`src/rtl/id_ex_pipe_pkg.sv`:
```
// id_ex_pipe_pkg: shared definitions for the ID/EX pipeline register.
//   - control-word field widths
//   - packed control-word type, shared with the decoder and the EX/MEM register
//   - the bubble control word (every control bit zero)
//   - ALU operation codes used by the decoder
package id_ex_pipe_pkg;

  localparam int REGDST_W    = 2;
  localparam int DATATOREG_W = 2;
  localparam int PCSEL_W     = 2;
  localparam int ALUCTRL_W   = 5;

  typedef struct packed {
    logic [REGDST_W-1:0]    reg_dst;
    logic [DATATOREG_W-1:0] datato_reg;
    logic [PCSEL_W-1:0]     pc_sel;
    logic                   alu_src_a;
    logic                   alu_src_b;
    logic                   mem_read;
    logic                   reg_write;
    logic                   mem_write;
    logic                   jump;
    logic [ALUCTRL_W-1:0]   alu_ctrl;
  } ctrl_t;

  // A bubble carries no side effects: no write, no memory access, no jump.
  localparam ctrl_t CTRL_BUBBLE = '0;

  localparam logic [ALUCTRL_W-1:0] ALU_AND = 5'b00000;
  localparam logic [ALUCTRL_W-1:0] ALU_OR  = 5'b00001;
  localparam logic [ALUCTRL_W-1:0] ALU_ADD = 5'b00010;
  localparam logic [ALUCTRL_W-1:0] ALU_SUB = 5'b00110;

endpackage

```
`src/rtl/load_use_det.sv`:
```
// load_use_det: combinational load-use hazard detector.
// Flags an instruction in ID that reads the register a load in EX is about
// to write. The rt comparison is deliberately conservative and is applied
// whatever the ID instruction type. Writes to $0 never create a hazard.
// Ports:
//   ex_valid, ex_mem_read, ex_rt : instruction currently in EX
//   id_valid, id_rs, id_rt       : instruction currently in ID
//   flush                        : ID instruction is being discarded
//   hazard                       : load-use hazard present this cycle
module load_use_det #(
  parameter int RW = 5
) (
  input  logic          ex_valid,
  input  logic          ex_mem_read,
  input  logic [RW-1:0] ex_rt,
  input  logic          id_valid,
  input  logic [RW-1:0] id_rs,
  input  logic [RW-1:0] id_rt,
  input  logic          flush,
  output logic          hazard
);

  logic rt_nonzero;
  logic src_match;

  assign rt_nonzero = |ex_rt;
  assign src_match  = (ex_rt == id_rs) || (ex_rt == id_rt);
  assign hazard     = ex_valid && ex_mem_read && rt_nonzero &&
                      id_valid && src_match && !flush;

endmodule

```
`src/rtl/id_ex_pipe.sv`:
```
// id_ex_pipe: ID/EX pipeline register of the five-stage MIPS pipeline.
// Captures the decoded control word, operands, immediate and register
// specifiers and presents them to EX one cycle later. Inserts bubbles on
// flush, load-use hazard and invalid ID slot; freezes on hold.
//
// Next-state priority: reset > flush > hold > load-use stall > !id_valid > load.
//
// Handshake: there is no valid/ready pair here. id_valid qualifies the ID
// slot; hold freezes this register (upstream must also stall on hold);
// stall_req asks PC and IF/ID to hold for the current cycle and is never
// asserted while hold or flush is high.
//
// Build option: LOAD_USE_DETECT_EN compiles in the load-use comparator.
// Without it stall_req is tied low and hazards are handled externally
// through hold/flush.
//
// Ports:
//   clk, rst_n       : clock, synchronous active-low reset
//   id_*             : decoded fields from ID (control, data, specifiers)
//   flush, hold      : bubble request / freeze request
//   ex_*             : registered copies of every id_* field, plus ex_valid
//   stall_req        : load-use stall request to PC and IF/ID
module id_ex_pipe
  import id_ex_pipe_pkg::*;
#(
  parameter int DW = 32,
  parameter int RW = 5
) (
  input  logic                   clk,
  input  logic                   rst_n,
  input  logic                   id_valid,
  input  logic [REGDST_W-1:0]    id_RegDst,
  input  logic [DATATOREG_W-1:0] id_DatatoReg,
  input  logic [PCSEL_W-1:0]     id_PC_sel,
  input  logic                   id_ALUSrcA,
  input  logic                   id_ALUSrcB,
  input  logic                   id_MemRead,
  input  logic                   id_RegWrite,
  input  logic                   id_MemWrite,
  input  logic                   id_Jump,
  input  logic [ALUCTRL_W-1:0]   id_ALUCtrl,
  input  logic [DW-1:0]          id_pc4,
  input  logic [DW-1:0]          id_rd1,
  input  logic [DW-1:0]          id_rd2,
  input  logic [DW-1:0]          id_imm,
  input  logic [RW-1:0]          id_rs,
  input  logic [RW-1:0]          id_rt,
  input  logic [RW-1:0]          id_rd,
  input  logic [RW-1:0]          id_shamt,
  input  logic                   flush,
  input  logic                   hold,
  output logic                   ex_valid,
  output logic [REGDST_W-1:0]    ex_RegDst,
  output logic [DATATOREG_W-1:0] ex_DatatoReg,
  output logic [PCSEL_W-1:0]     ex_PC_sel,
  output logic                   ex_ALUSrcA,
  output logic                   ex_ALUSrcB,
  output logic                   ex_MemRead,
  output logic                   ex_RegWrite,
  output logic                   ex_MemWrite,
  output logic                   ex_Jump,
  output logic [ALUCTRL_W-1:0]   ex_ALUCtrl,
  output logic [DW-1:0]          ex_pc4,
  output logic [DW-1:0]          ex_rd1,
  output logic [DW-1:0]          ex_rd2,
  output logic [DW-1:0]          ex_imm,
  output logic [RW-1:0]          ex_rs,
  output logic [RW-1:0]          ex_rt,
  output logic [RW-1:0]          ex_rd,
  output logic [RW-1:0]          ex_shamt,
  output logic                   stall_req
);

  ctrl_t         id_ctrl;
  ctrl_t         ctrl_q;
  logic          valid_q;
  logic [DW-1:0] pc4_q, rd1_q, rd2_q, imm_q;
  logic [RW-1:0] rs_q, rt_q, rd_q, shamt_q;

  logic keep;
  logic take_bubble;

  always_comb begin
    id_ctrl            = CTRL_BUBBLE;
    id_ctrl.reg_dst    = id_RegDst;
    id_ctrl.datato_reg = id_DatatoReg;
    id_ctrl.pc_sel     = id_PC_sel;
    id_ctrl.alu_src_a  = id_ALUSrcA;
    id_ctrl.alu_src_b  = id_ALUSrcB;
    id_ctrl.mem_read   = id_MemRead;
    id_ctrl.reg_write  = id_RegWrite;
    id_ctrl.mem_write  = id_MemWrite;
    id_ctrl.jump       = id_Jump;
    id_ctrl.alu_ctrl   = id_ALUCtrl;
  end

`ifdef LOAD_USE_DETECT_EN
  logic hazard;

  load_use_det #(.RW(RW)) u_load_use_det (
    .ex_valid    (valid_q),
    .ex_mem_read (ctrl_q.mem_read),
    .ex_rt       (rt_q),
    .id_valid    (id_valid),
    .id_rs       (id_rs),
    .id_rt       (id_rt),
    .flush       (flush),
    .hazard      (hazard)
  );

  // The register is frozen under hold, so a stall request would be redundant.
  assign stall_req = hazard && !hold;
`else
  assign stall_req = 1'b0;
`endif

  // flush beats hold; stall_req is already masked by hold and flush.
  assign keep        = hold && !flush;
  assign take_bubble = flush || stall_req || !id_valid;

  always_ff @(posedge clk) begin
    if (!rst_n) begin
      valid_q <= 1'b0;
      ctrl_q  <= CTRL_BUBBLE;
      pc4_q   <= '0;
      rd1_q   <= '0;
      rd2_q   <= '0;
      imm_q   <= '0;
      rs_q    <= '0;
      rt_q    <= '0;
      rd_q    <= '0;
      shamt_q <= '0;
    end else if (!keep) begin
      if (take_bubble) begin
        valid_q <= 1'b0;
        ctrl_q  <= CTRL_BUBBLE;
        pc4_q   <= '0;
        rd1_q   <= '0;
        rd2_q   <= '0;
        imm_q   <= '0;
        rs_q    <= '0;
        rt_q    <= '0;
        rd_q    <= '0;
        shamt_q <= '0;
      end else begin
        valid_q <= 1'b1;
        ctrl_q  <= id_ctrl;
        pc4_q   <= id_pc4;
        rd1_q   <= id_rd1;
        rd2_q   <= id_rd2;
        imm_q   <= id_imm;
        rs_q    <= id_rs;
        rt_q    <= id_rt;
        rd_q    <= id_rd;
        shamt_q <= id_shamt;
      end
    end
  end

  assign ex_valid     = valid_q;
  assign ex_RegDst    = ctrl_q.reg_dst;
  assign ex_DatatoReg = ctrl_q.datato_reg;
  assign ex_PC_sel    = ctrl_q.pc_sel;
  assign ex_ALUSrcA   = ctrl_q.alu_src_a;
  assign ex_ALUSrcB   = ctrl_q.alu_src_b;
  assign ex_MemRead   = ctrl_q.mem_read;
  assign ex_RegWrite  = ctrl_q.reg_write;
  assign ex_MemWrite  = ctrl_q.mem_write;
  assign ex_Jump      = ctrl_q.jump;
  assign ex_ALUCtrl   = ctrl_q.alu_ctrl;
  assign ex_pc4       = pc4_q;
  assign ex_rd1       = rd1_q;
  assign ex_rd2       = rd2_q;
  assign ex_imm       = imm_q;
  assign ex_rs        = rs_q;
  assign ex_rt        = rt_q;
  assign ex_rd        = rd_q;
  assign ex_shamt     = shamt_q;

endmodule

```
`config.mk`:
```
export PLATFORM = sky130hd
export DESIGN_NAME = id_ex_pipe
export DESIGN_NICKNAME = d
export VERILOG_FILES = /design/src/rtl/id_ex_pipe_pkg.sv /design/src/rtl/load_use_det.sv /design/src/rtl/id_ex_pipe.sv
export SDC_FILE = /design/constraint.sdc
export NUM_CORES = 1
export LEC_CHECK = 0
export CORE_ASPECT_RATIO = 0.5
export CORE_MARGIN = 5
export CORE_UTILIZATION = 30
export CTS_BUF_LIST = sky130_fd_sc_hd__clkbuf_4
export CTS_CLUSTER_DIAMETER = 30
export DETAILED_ROUTE_END_ITERATION = 8
export PLACE_DENSITY = 0.66
export SETUP_SLACK_MARGIN = 0.05
export SLEW_MARGIN = 20
export SYNTH_ARGS = -nofsm -noshare
export SYNTH_HDL_FRONTEND = slang
export SYNTH_SLANG_ARGS = --single-unit
```
`constraint.sdc`:
```
create_clock -name clk -period 2.3 [get_ports clk]
set_clock_uncertainty 0.15 [all_clocks]
set_input_delay 0.345 -clock clk [delete_from_list [all_inputs] [get_ports clk]]
set_output_delay 0.345 -clock clk [all_outputs]
set_load 0.02 [all_outputs]
```
## After elaboration in Yosys (flattened, before gate mapping)

Cells that the tools add are included.
Widths: inputs -> output; s select.

| word-level totals | value |
|---|---|
| bits in registers | 166 |
| bits of input ports | 170 |
| word-level logic and storage cells | 33 |

| operators by class | value |
|---|---|
| reduce and logical (&&, ||, !) cells | 4 |
| multiplexer cells | 10 |

Operators with widths:

| kind | count |
|---|---|
| $mux 32 | 4 |
| $mux 5 | 4 |
| $mux 17 | 1 |
| $logic_not 1->1 | 2 |
| $logic_and 1x1->1 | 1 |
| $logic_or 1x1->1 | 1 |
| $mux 1 | 1 |

## Longest topological paths before layout

| depth | value |
|---|---|
| depth after elaboration | 3 |
| mapped depth | 5 |

## Least setup slack after synthesis

No wires, ideal clock.

| timing path | value |
|---|---|
| path kind | input-to-reg |
| start | input port flush |
| end | register imm_q[0] (netlist: ex_imm[0]) |
| path slack | 1.064 ns |
| buffers on the path | 2 |
| required time | 2.018 ns |
| library setup time | 0.132 ns |
| cell stages on the path | 4 |
| data arrival time | 0.954 ns |
| path through | nand2b_1 buf_2 clkbuf_1 a21oi_1 |

| on the way | value |
|---|---|
| cells in the longest elaborated chain, start to end | 2 |

RTL lines:

| element | line | source |
|---|---|---|
| from (decl) | id_ex_pipe.sv:50 | `input logic flush,` |
| $logic_or 1x1->1 or $logic_not 1->1 (tied branches) | id_ex_pipe.sv:119, id_ex_pipe.sv:118 |  |
| $mux 32 or $logic_and 1x1->1 (tied branches) | id_ex_pipe.sv:134, id_ex_pipe.sv:118 |  |
| to (signal assigned) | id_ex_pipe.sv:151 | `imm_q <= id_imm;` |
| to (decl) | id_ex_pipe.sv:77 | `logic [DW-1:0] pc4_q, rd1_q, rd2_q, imm_q;` |

Parallel ways exist; a longest one is shown, timed or not.
A chain may end at the register's enable or synchronous reset.

## Worst setup path after layout

| timing path | value |
|---|---|
| start | register rd1_q[16] (netlist: ex_rd1[16]) |
| end | output port ex_rd1[16] |

RTL lines:

| element | line | source |
|---|---|---|
| from (decl) | id_ex_pipe.sv:77 |  |
| from (signal assigned) | id_ex_pipe.sv:149 | `rd1_q <= id_rd1;` |
| to (decl) | id_ex_pipe.sv:64 | `output logic [DW-1:0] ex_rd1,` |

No word-level cell between the ends.

==> summary.txt <==
Die
  – Chip Height: 114 um
  – Die width: 218 um
  – Core Region: 0.0215 mm2
  – Row count: 38
  – Num ports: 337
  – Initial Utilization: 30.2%
  – Die footprint: 0.0249 mm2

CTS
  – Skew-Pair Late Insertion Delay: 560 ps
  – Clk pin slew, worst setup/hold paths: 140 ps
  – CTS sink cnt: 166
  – Postcts setup bufs: 0
  – Root buf cell: clkbuf_4
  – Post-CTS Resized: 0
  – CTS Buf Count: 17
  – CTS H-tree lvls: 4
  – CTS tree: yes
  – Hold Buf Count CTS: 1
  – Clock tree buffer depth: 2

Critical path
  – Worst Setup Start Kind: register
  – Worst path bufs/invs: 1
  – Critical path arrival: 1620 ps
  – Worst setup EP type: output port
  – CP Depth: 1
  – CP delay by family, top: buffers and inverters
  – Critical Path RT: 1800 ps
  – WS Path Type: reg2out
  – R2R depth: 2
  – Slowest cell on crit path: clkdlybuf4s50_1
  – CP Max Fanout: 2
  – Critical path's largest stage delay: 650 ps
  – Crit-path cells: clkdlybuf4s50_1

Global routing
  – Initial antenna violation count: 0
  – First-pass GRT wire length: 33.1 mm
  – Largest net degree at the start of global routing: 94
  – Overflow after GRT: 0
  – Tot GR Track Use: 16.8%
  – Vias in the first global route: 5,956

Placement
  – RePlAce Congestion: 0.801
  – Hpwl dp: 15.7 mm
  – PortBufs: 335

Power and ir drop
  – Power Total: 5.57 mW
  – Sw Ratio: 25.3%
  – Pwr Density: 544 mW/mm2
  – Int Pwr: 4.16 mW
  – Max IR drop VDD: 0.252 mV
  – Reg power frac: 53.1%
  – Comb power frac: 15.1%
  – Leak pwr: 3.31 nW
  – Part of the power in the clock network: 31.7%
  – Psw: 1.41 mW

Cells and area
  – Multi-input logic area: 0.00272 mm2
  – Share of cells above drive strength 1: 4.03%
  – Storage element area: 0.00332 mm2
  – Final nets: 1,200
  – Syn-to-layout area delta: 57.6%
  – Filler instances: 2,085

STA
  – Tmin final: 2110 ps
  – Slew Limit Fails: 0
  – Setup TNS: 0 ps
  – Final setup violation count: 0
  – Unrepaired setup endpoints after global routing: no
  – Final Hold Vio Count: 0
  – Final period utilization: 91.9%
  – Max Freq: 473 MHz

Synth
  – Top-area cell type share of the netlist area: 51.1%
  – Yosys cell types: 13
  – Synth Register Bits: 166
  – Sequential area share after synthesis: 51.1%
  – Cell count after synthesis: 739
  – Synth Warn #: 0
  – Area contributors post-synth: dfxtp_1 51%, nand3b_1 19%, a21oi_1 13%
  – Synth area leader: dfxtp_1
  – Synthesized area: 0.00650 mm2
  – Syn_nets: 909
  – Avg Inst Size Synth: 8.80 um2

Min path
  – Worst Hold Class: in2reg
  – Worst Hold Depth: 3

Status
  – Outcome: finished clean

Job
  – Max-cap violations: 0

Drt
  – WL/cell: 16.2 um
  – Initial DRC Count: 377
  – Routed WL: 21.8 mm
  – Via count: 6,168
  – Drt pass-1 iters: 4
  – Post-detailed-route count of antenna-violating nets: 0
  – # DRC: 0
  – Vias per cell: 4.59
[cell families (layout without fill, tap and decap cells)]
family                 Yosys count  in the layout  share of synthesized area (%)
AND/OR/NAND/NOR                332            332                           28.7
buffers and inverters           74            377                           7.22
other                            1              2                         0.0577
AO/OA/AOI/OAI                  165            165                           12.7
flip-flops                     166            166                           51.1
multiplexers                     1              1                          0.154
[registers in the layout, summed over array words and instances (netlist names), 5 cells and up]
name        count
ex_rs           5
ex_shamt        5
ex_ALUCtrl      5
ex_rt           5
ex_rd           5
ex_rd2         32
ex_imm         32
ex_pc4         32
ex_rd1         32
[through the flow]
| step | hold WS, ps | instances | setup WS [ps] | utilization (%) | area, um2 |
|---|---|---|---|---|---|
| global route | 60.3 | 1342 | 80.3 | 47.7 | 10200 |
| floorplan | 359 | 739 | 1060 | - | 6500 |
| detailed placement | 292 | 1310 | 565 | 46.3 | 9950 |
| finish | 95.1 | 1343 | 186 | 47.7 | 10200 |
| global placement | 287 | 1310 | 601 | 46.3 | 9950 |
| CTS | 43.1 | 1342 | 110 | 47.7 | 10200 |
[path summary, 6_finish.rpt]
check	start	endpoint	slack, ps
min	id_valid	ex_rd1[31]	100
max	ex_rd1[16]	ex_rd1[16]	190
min reg2reg	ex_rd2[1]	ex_rd2[1]	310
max reg2reg	ex_rd1[16]	ex_rd1[16]	1500
[cell usage after synthesis]
cell type and n:
a21oi_1 165, buf_1 2, buf_2 45, buf_4 4, buf_6 16, clkbuf_1 7, conb_1 1, dfxtp_1 166
mux2i_1 1, nand2_1 165, nand2b_1 1, nand3b_1 165, nor2_1 1
[placed cells by master, fill, tap and decap left out, drive strengths merged, types with 3 or more instances in the layout]
master,netlist,layout
nand3b,165,165
buf,67,12
nand2,165,165
clkbuf,7,19
a21oi,165,165
clkinv,0,9
clkdlybuf4s50,0,333
dfxtp,166,166
bufinv,0,3
[routing by layer]
layer  vias to the layer above  part of all wire [%]  track usage, %
met4                         0                   3.7            7.27
met1                      2897                    41            20.0
met3                        45                   3.3            3.70
met5                         -                     0               0
met2                       143                    52            29.6
li1                       3083                     -               -
[tightest hold or removal path: stages]
cell,delay (ps)
buf_4,230
nand3b_1,130
a21oi_1,60
[power by group through the flow]
| stage | Combinational [mW] | Sequential (mW) | Clock, mW |
|---|---|---|---|
| 6_report | 0.843 | 2.96 | 1.77 |
| 5_1_grt | 0.903 | 2.97 | 1.97 |
| 4_1_cts | 0.850 | 2.96 | 1.86 |
| 3_5_place_dp | 0.845 | 3.03 | 0 |
| 3_3_place_gp | 0.834 | 3.02 | 0 |
| 2_1_floorplan | 0.312 | 3.10 | 0 |
[cell type report]
class,instances,area share (%)
antenna,1,0.0244
clock inverter,12,1.33
tap,300,3.66
sequential,166,32.4
clock buffer,19,1.39
multi-input combinational,499,26.5
timing repair buffer,346,34.6
(Power assumes the default switching activity.)
